$ cat src/rtl/mem_lsu_if.sv
// Request/response and memory-port bundle for mem_lsu.
// master = core/memory side, slave = the load/store unit.
interface mem_lsu_if;
  logic        req_valid;
  logic        req_ready;
  logic        req_we;
  logic [1:0]  req_size;
  logic        req_unsigned;
  logic [31:0] req_addr;
  logic [31:0] req_wdata;
  logic        resp_valid;
  logic        resp_err;
  logic [31:0] resp_rdata;
  logic [31:0] mem_raddr;
  logic [31:0] mem_rdata;
  logic [31:0] mem_waddr;
  logic [31:0] mem_wdata;
  logic        mem_wen;

  modport master (
    output req_valid, req_we, req_size, req_unsigned, req_addr, req_wdata, mem_rdata,
    input  req_ready, resp_valid, resp_err, resp_rdata,
           mem_raddr, mem_waddr, mem_wdata, mem_wen
  );

  modport slave (
    input  req_valid, req_we, req_size, req_unsigned, req_addr, req_wdata, mem_rdata,
    output req_ready, resp_valid, resp_err, resp_rdata,
           mem_raddr, mem_waddr, mem_wdata, mem_wen
  );
endinterface

$ cat src/rtl/mem_lsu.sv
// Load/store unit: one byte/half/word access at a time against a word-wide
// memory without byte enables. Sub-word stores are done as read-modify-write.
module mem_lsu #(
  parameter bit WORD_ADDRESSED = 1'b1
) (
  input logic     clk,
  input logic     rst,
  mem_lsu_if.slave bus
);

  typedef enum logic [1:0] {IDLE, READ, WRITE, RESP} state_t;

  state_t      state, state_nxt;
  logic        accept;
  logic        misaligned;
  logic        word_store;
  logic [31:0] word_addr;

  logic        lat_we;
  logic        lat_uns;
  logic [1:0]  lat_size;
  logic [1:0]  lat_off;
  logic [31:0] lat_wdata;

  logic [31:0] mem_addr;
  logic [31:0] wdata_r;
  logic        err_r;
  logic [31:0] rdata_r;

  logic [7:0]  lane_b;
  logic [15:0] lane_h;
  logic [31:0] load_data;
  logic [31:0] merge_data;

  assign bus.req_ready  = (state == IDLE) && !rst;
  assign bus.resp_valid = (state == RESP);
  assign bus.resp_err   = err_r;
  assign bus.resp_rdata = rdata_r;
  assign bus.mem_raddr  = mem_addr;
  assign bus.mem_waddr  = mem_addr;
  assign bus.mem_wdata  = wdata_r;
  assign bus.mem_wen    = (state == WRITE) && !rst;

  assign accept     = bus.req_valid && bus.req_ready;
  assign misaligned = (bus.req_size == 2'd3) ||
                      (bus.req_size == 2'd1 && bus.req_addr[0]) ||
                      (bus.req_size == 2'd2 && bus.req_addr[1:0] != 2'b00);
  assign word_store = bus.req_we && (bus.req_size == 2'd2);
  assign word_addr  = WORD_ADDRESSED ? {2'b00, bus.req_addr[31:2]}
                                     : {bus.req_addr[31:2], 2'b00};

  // State register.
  always_ff @(posedge clk or posedge rst) begin
    if (rst) state <= IDLE;
    else     state <= state_nxt;
  end

  // Next-state decode.
  always_comb begin
    state_nxt = state;
    case (state)
      IDLE: begin
        if (accept) begin
          if (misaligned)      state_nxt = RESP;
          else if (word_store) state_nxt = WRITE;
          else                 state_nxt = READ;
        end
      end
      READ:    state_nxt = lat_we ? WRITE : RESP;
      WRITE:   state_nxt = RESP;
      RESP:    state_nxt = IDLE;
      default: state_nxt = IDLE;
    endcase
  end

  // Lane extraction for loads and lane merge for sub-word stores.
  always_comb begin
    lane_b     = bus.mem_rdata[{lat_off, 3'b000} +: 8];
    lane_h     = lat_off[1] ? bus.mem_rdata[31:16] : bus.mem_rdata[15:0];
    load_data  = bus.mem_rdata;
    merge_data = bus.mem_rdata;
    case (lat_size)
      2'd0: begin
        load_data = {{24{lane_b[7] & ~lat_uns}}, lane_b};
        merge_data[{lat_off, 3'b000} +: 8] = lat_wdata[7:0];
      end
      2'd1: begin
        load_data = {{16{lane_h[15] & ~lat_uns}}, lane_h};
        if (lat_off[1]) merge_data[31:16] = lat_wdata[15:0];
        else            merge_data[15:0]  = lat_wdata[15:0];
      end
      default: ;
    endcase
  end

  // Request latch, memory address/data, and response registers.
  // Response registers load only on the transition into RESP and hold otherwise.
  always_ff @(posedge clk or posedge rst) begin
    if (rst) begin
      lat_we    <= 1'b0;
      lat_uns   <= 1'b0;
      lat_size  <= '0;
      lat_off   <= '0;
      lat_wdata <= '0;
      mem_addr  <= '0;
      wdata_r   <= '0;
      err_r     <= 1'b0;
      rdata_r   <= '0;
    end else begin
      case (state)
        IDLE: begin
          if (accept) begin
            lat_we    <= bus.req_we;
            lat_uns   <= bus.req_unsigned;
            lat_size  <= bus.req_size;
            lat_off   <= bus.req_addr[1:0];
            lat_wdata <= bus.req_wdata;
            mem_addr  <= word_addr;
            if (misaligned) begin
              err_r   <= 1'b1;
              rdata_r <= '0;
            end else if (word_store) begin
              wdata_r <= bus.req_wdata;
            end
          end
        end
        READ: begin
          if (lat_we) begin
            wdata_r <= merge_data;
          end else begin
            err_r   <= 1'b0;
            rdata_r <= load_data;
          end
        end
        WRITE: begin
          err_r   <= 1'b0;
          rdata_r <= '0;
        end
        default: ;
      endcase
    end
  end

endmodule

$ cat src/flat_wrapper.sv
// flat-port wrapper written by rule: the top's interface ports become plain ports
module mem_lsu_flat 
#(
  parameter bit WORD_ADDRESSED = 1'b1
)
  (clk, rst, bus_req_valid, bus_req_we, bus_req_size, bus_req_unsigned, bus_req_addr, bus_req_wdata, bus_mem_rdata, bus_req_ready, bus_resp_valid, bus_resp_err, bus_resp_rdata, bus_mem_raddr, bus_mem_waddr, bus_mem_wdata, bus_mem_wen);
  mem_lsu_if bus_i ();
  input logic clk;
  input logic rst;
  input wire logic [$bits(bus_i.req_valid)-1:0] bus_req_valid;
  input wire logic [$bits(bus_i.req_we)-1:0] bus_req_we;
  input wire logic [$bits(bus_i.req_size)-1:0] bus_req_size;
  input wire logic [$bits(bus_i.req_unsigned)-1:0] bus_req_unsigned;
  input wire logic [$bits(bus_i.req_addr)-1:0] bus_req_addr;
  input wire logic [$bits(bus_i.req_wdata)-1:0] bus_req_wdata;
  input wire logic [$bits(bus_i.mem_rdata)-1:0] bus_mem_rdata;
  output wire logic [$bits(bus_i.req_ready)-1:0] bus_req_ready;
  output wire logic [$bits(bus_i.resp_valid)-1:0] bus_resp_valid;
  output wire logic [$bits(bus_i.resp_err)-1:0] bus_resp_err;
  output wire logic [$bits(bus_i.resp_rdata)-1:0] bus_resp_rdata;
  output wire logic [$bits(bus_i.mem_raddr)-1:0] bus_mem_raddr;
  output wire logic [$bits(bus_i.mem_waddr)-1:0] bus_mem_waddr;
  output wire logic [$bits(bus_i.mem_wdata)-1:0] bus_mem_wdata;
  output wire logic [$bits(bus_i.mem_wen)-1:0] bus_mem_wen;
  assign bus_i.req_valid = bus_req_valid;
  assign bus_i.req_we = bus_req_we;
  assign bus_i.req_size = bus_req_size;
  assign bus_i.req_unsigned = bus_req_unsigned;
  assign bus_i.req_addr = bus_req_addr;
  assign bus_i.req_wdata = bus_req_wdata;
  assign bus_i.mem_rdata = bus_mem_rdata;
  assign bus_req_ready = bus_i.req_ready;
  assign bus_resp_valid = bus_i.resp_valid;
  assign bus_resp_err = bus_i.resp_err;
  assign bus_resp_rdata = bus_i.resp_rdata;
  assign bus_mem_raddr = bus_i.mem_raddr;
  assign bus_mem_waddr = bus_i.mem_waddr;
  assign bus_mem_wdata = bus_i.mem_wdata;
  assign bus_mem_wen = bus_i.mem_wen;
  mem_lsu #(.WORD_ADDRESSED(WORD_ADDRESSED)) u_core (.clk(clk), .rst(rst), .bus(bus_i));
endmodule
$ cat config.mk
export PLATFORM = sky130hd
export DESIGN_NAME = mem_lsu_flat
export DESIGN_NICKNAME = d
export VERILOG_FILES = /design/src/rtl/mem_lsu_if.sv /design/src/rtl/mem_lsu.sv /design/src/flat_wrapper.sv
export SDC_FILE = /design/constraint.sdc
export NUM_CORES = 1
export LEC_CHECK = 0
export ABC_AREA = 0
export CAP_MARGIN = 20
export CORE_MARGIN = 3
export CORE_UTILIZATION = 45
export DETAILED_ROUTE_END_ITERATION = 8
export GPL_TIMING_DRIVEN = 0
export MAX_ROUTING_LAYER = met4
export PLACE_DENSITY = 0.87
export REMOVE_ABC_BUFFERS = 1
export SYNTH_ARGS = -nofsm -noshare
export SYNTH_HDL_FRONTEND = slang
export SYNTH_SLANG_ARGS = --single-unit
$ cat constraint.sdc
create_clock -name clk -period 4.65 [get_ports clk]
set_clock_uncertainty 0.1 [all_clocks]
set_input_delay 0.465 -clock clk [delete_from_list [all_inputs] [get_ports clk]]
set_output_delay 0.465 -clock clk [all_outputs]
set_load 0.1 [all_outputs]
-- Word-level counts from Yosys, hierarchy flattened
Cells that the tools add are included.
- register bits after elaboration: 119
- logic and storage cells: 71
- bits of input ports: 103
- $add $sub $neg: 1
- shifts and indexed selects: 3
- reduce and logical (&&, ||, !) cells: 17
- eq/ne operators: 13
- bitwise operators: 3
- mux-type cells: 24
- operators by type and width (kind ; count):
    32-bit two-way mux ; 7
    32-bit one-hot mux with 2 select lines ; 3
    32-bit one-hot mux with 3 select lines ; 1
    16-bit two-way mux ; 3
    32-bit bitwise mux ; 1
    8-bit by 7-bit variable shift with 32-bit output, first input constant ; 1
    32-bit by 6-bit indexed part select with 8-bit output ; 1
    8-bit by 7-bit indexed part select with 32-bit output ; 1
    2-bit == test, second input constant ; 4
    2-bit by 1-bit inequality test with 1-bit output, second input constant ; 4
    2-bit one-hot mux with 4 select lines ; 1
    5-bit negator with 7-bit output ; 1
    2-bit by 1-bit == test with 1-bit output, second input constant ; 3
    1-bit logical AND ; 6
    2-bit two-way mux ; 3
    5-bit AND reduction ; 1
    2-bit zero test ; 2
    1-bit two-way mux ; 4
    2-bit inequality test, second input constant ; 2
    4-bit AND reduction ; 1
    2-bit nonzero test ; 2
    1-bit one-hot mux with 3 select lines ; 1
    3-bit nonzero test ; 1
    1-bit bitwise AND ; 2
    4 further kinds ; 5

-- Longest topological paths before layout
- word-level depth: 7
- gate-level depth with buffers: 10
- mapped depth without buffers: 6

-- Worst setup path before layout
No wires, ideal clock.
- kind: reg-to-reg
- start: register u_core.lat_off[1]
- end: register u_core.wdata_r[1] (netlist: u_core.bus.mem_wdata[1])
- arrival time: 2.782 ns
- path buffers: 3
- stages on the path, launching flop included: 10
- setup slack: 1.673 ns
- cell sequence: dfrtp_1 buf_2 buf_1 clkbuf_1 inv_1 ha_1 or4b_1 a21oi_1 a221oi_1 o31ai_1
- longest elaborated chain between the ends: 6
- elaborated cells on any way between the ends: 8
- those cells by class: add/sub: 1; shift: 2; mux: 5
- RTL lines (item ; RTL line ; text):
    start: declaration ; mem_lsu.sv:22 ; logic [1:0] lat_off;
    start signal: assignment ; mem_lsu.sv:116 ; lat_off <= bus.req_addr[1:0];
    5-bit negator with 7-bit output ; mem_lsu.sv:85 ; merge_data[{lat_off, 3'b000} +: 8] = lat_wdata[7:0];
    8-bit by 7-bit indexed part select with 32-bit output / 8-bit by 7-bit variable shift with 32-bit output (equally long branches) ; mem_lsu.sv:85 ;
    32-bit bitwise mux ; mem_lsu.sv:85 ;
    32-bit one-hot mux with 2 select lines (*) ; mem_lsu.sv:82 ; case (lat_size)
    32-bit two-way mux (*) ; mem_lsu.sv:128 ; if (lat_we) begin
    32-bit one-hot mux with 2 select lines (*) ; mem_lsu.sv:110 ; case (state)
    end signal: assignment ; mem_lsu.sv:123 ; wdata_r <= bus.req_wdata;
    end signal: assignment ; mem_lsu.sv:129 ; wdata_r <= merge_data;
    end: declaration ; mem_lsu.sv:26 ; logic [31:0] wdata_r;
Mark *: on every way between the ends. The rest lies on a longest branch, timed or not. The select of a mux whose other input is x is not followed.
A chain may end at the register's enable or synchronous reset.

-- Worst setup path in the final report
- start: register u_core.state[1]
- end: register u_core.wdata_r[9] (netlist: u_core.bus.mem_wdata[9])
- longest elaborated chain between the ends: 5
- elaborated cells on any way between the ends: 11
- those cells by class: eq/ne: 5; mux: 1; reduce/logical: 5
- RTL lines (item ; RTL line ; text):
    start: declaration ; mem_lsu.sv:13 ; state_t state, state_nxt;
    start signal: assignment ; mem_lsu.sv:55 ; else state <= state_nxt;
    2-bit zero test ; mem_lsu.sv:35, mem_lsu.sv:110 ;
    1-bit logical AND ; mem_lsu.sv:35 ; assign bus.req_ready = (state == IDLE) && !rst;
    1-bit logical AND ; mem_lsu.sv:44 ; assign accept = bus.req_valid && bus.req_ready;
    2-bit by 1-bit inequality test with 1-bit output (no source line) ; -- ;
    5-bit AND reduction (no source line) ; -- ;
Several ways; a longest one is shown, not always the timed one.

==> impl_results.md <==
* Asr flop ratio synth at 1.00
* Ports at 235
* Final HPWL DP at 14.4 mm
* Mapped Cells at 627
* H-tree depth at 4
* Outcome: finished, final reports clean
* Die Y at 126 um
* Post-CTS Setup Inserts at 0
* Post-cts gate resize count at 0
* CP startpoint kind: flip-flop
* Final worst-path cycle share at 0.753
* Main synth FF type: dfrtp_1
* Placer Congestion at 0.877
* Critical path's slowest cell: a21o_1
* Drt first pass iters at 6
* Setup TNS at 0 ns
* Delay-heaviest family, CP: buffers and inverters
* Ys Warns at 0
* Commonest non-fill, non-tap cells in the layout: clkdlybuf4s50_1, dfrtp_1, mux2_2
* WS Path Type: flip-flop to flip-flop
* Post-route antenna net violation count at 0
* CP max FO at 32
* Netlist cell types at 54
* Final Max Tran Viols at 0
* CP endpoint kind: flip-flop
* Yosys reg bits at 119
* TritonCTS Buffers at 17
* Footprint of the multi-input gates at 0.00300 mm2
* Cell Rows at 43
* NumNets Final at 920
* Initial antenna violation count at 0
* ANT cells at 0
* Layout cells sized above 1 at 0.138
* Drt wl/cell at 20.2 um
* Worst-Margin Slew at 1.05 ns
* Total length of routed wires at 20.2 mm
* Fmax at 286 MHz
* WP data required at 4.86 ns
* Reg clk slew, reported paths at 0.05 ns
* Post-synth EDFFs at 0
* Register area share after synthesis at 0.458
* Rel. slew slack at 0.295
* Global Route Usage Sum at 0.260
* Final hold violation count at 0
* Die footprint at 0.0159 mm2
* Worst skew pair latency at 0.41 ns
* Die X at 126 um
* Worst hold-check path type: flip-flop to flip-flop
* Number of port buffers at 230
* Vias in the first global route at 5,952
* Post-synthesis cell area at 0.00650 mm2
* Area added between synthesis and finish at 44.5%
* Crit path DAT at 3.71 ns
* Max Buffers Root-to-Sink at 2
* Post-CTS Hold Buffers at 0
* Layout fillers at 1,069
* Pin count of the biggest net entering global routing at 89
* Clock sink total at 119
* Overflow after GRT at 0
* First-pass GRT wire length at 31.9 mm
* DRC errors left at 0
* CTS root buf: clkbuf_16
* Worst stage delay on the critical path at 0.62 ns
* Avg Inst Size Synth at 10.4 um2
* Worst-path cell chain: inv_1, ha_2, buf_16, inv_1, a21o_1, or2_1, buf_16, o31ai_1
* Register area at 0.00298 mm2
* Vias per inst at 5.92
* Fin crit period at 3.50 ns
* Initial Util at 0.465
* Max-Cap Viols at 0
* Most common cell after layout, fill and taps aside: clkdlybuf4s50_1
* DR iter-0 viols at 760
* Core footprint at 0.0140 mm2
* Buffers plus inverters on the worst setup path at 4
* Vias at 5,922
* RSZ-0062 raised after global routing: false
* # setup viols final at 0
* CTS tree: done
-- flip-flops by register name, indices dropped and copies added (netlist names) --
signal and cells:
u_core.lat_uns 1, u_core.bus.resp_rdata 32, u_core.lat_off 2, u_core.bus.mem_raddr 30
u_core.state 2, u_core.lat_size 2, u_core.bus.mem_wdata 32, u_core.lat_we 1
u_core.lat_wdata 16, u_core.bus.resp_err 1
-- layer usage --
metal	part of all wire	global-route usage	vias to the layer above
met3	0.093	0.0704	28
met1	0.40	0.332	2914
li1	-	-	2652
met5	0	-	-
met2	0.49	0.407	328
met4	0.017	0.0814	0
-- synth_stat cells, drive strengths merged, types with 2 or more instances --
cell type | count | area [um2]
dfrtp | 119 | 2980
mux2 | 65 | 732
o21ai | 65 | 325
nor2 | 53 | 199
buf | 46 | 338
clkbuf | 34 | 128
o31ai | 31 | 233
a221oi | 30 | 263
inv | 19 | 71.3
nor2b | 16 | 100
o2bb2ai | 16 | 140
nand2 | 14 | 52.6
a22o | 13 | 114
o211ai | 12 | 90.1
a21oi | 10 | 50.1
ha | 10 | 125
nand2b | 9 | 56.3
nor3 | 8 | 40.0
a31oi | 6 | 37.5
and3b | 6 | 52.6
a21o | 5 | 37.5
a22oi | 5 | 37.5
o21a | 5 | 37.5
or2 | 3 | 21.3
or3b | 3 | 26.3
a211oi | 2 | 15.0
nand3b | 2 | 15.0
or4b | 2 | 20.0
-- metrics by stage --
stage / instances / hold WS (ns) / instance area, um2 / util / setup WS, ns
CTS: 997 / 0.387 / 9320 / 0.666 / 0.587
detailed placement: 965 / 0.376 / 8690 / 0.621 / 0.593
global route: 1000 / 0.407 / 9390 / 0.671 / 0.956
global placement: 960 / 0.376 / 8570 / 0.613 / -0.949
floorplan: 550 / 0.380 / 6050 / - / 0.928
finish: 1000 / 0.389 / 9390 / 0.671 / 1.15
-- area by class of cell --
type	count	area share
multi-input cells	411	0.319
flip-flops and latches	119	0.317
repair buffers	238	0.264
clock buffers	25	0.0549
well taps	180	0.0240
clock inverters	7	0.0121
inverters	20	0.00853
-- cell families (layout without fill, tap and decap cells) --
kind of cell	after synthesis	in the layout	share of synthesized area
AND/OR/NAND/NOR	120	120	0.0949
buffers and inverters	100	290	0.0831
flip-flops	119	119	0.458
other	1	4	0.000577
AO/OA/AOI/OAI	210	210	0.227
adder cells (fa/ha/maj)	10	10	0.0192
multiplexers	67	67	0.118
-- worst paths after layout --
check                                           from                   endpoint  slack, ns  cells past startpoint
max                                  u_core.state[1]    u_core.bus.mem_wdata[9]       1.15                      8
min in group asynchronous                        rst            u_core.state[0]       0.41                      2
max reg2reg                          u_core.state[1]    u_core.bus.mem_wdata[9]       1.15                      8
max in group asynchronous                        rst    u_core.bus.mem_raddr[1]       3.31                      3
min reg2reg                u_core.bus.resp_rdata[16]  u_core.bus.resp_rdata[16]       0.39                      1
min                        u_core.bus.resp_rdata[16]  u_core.bus.resp_rdata[16]       0.39                      1
Power is not shown: default switching activity piles up to over one toggle a cycle in this logic, so the estimate is an artifact.
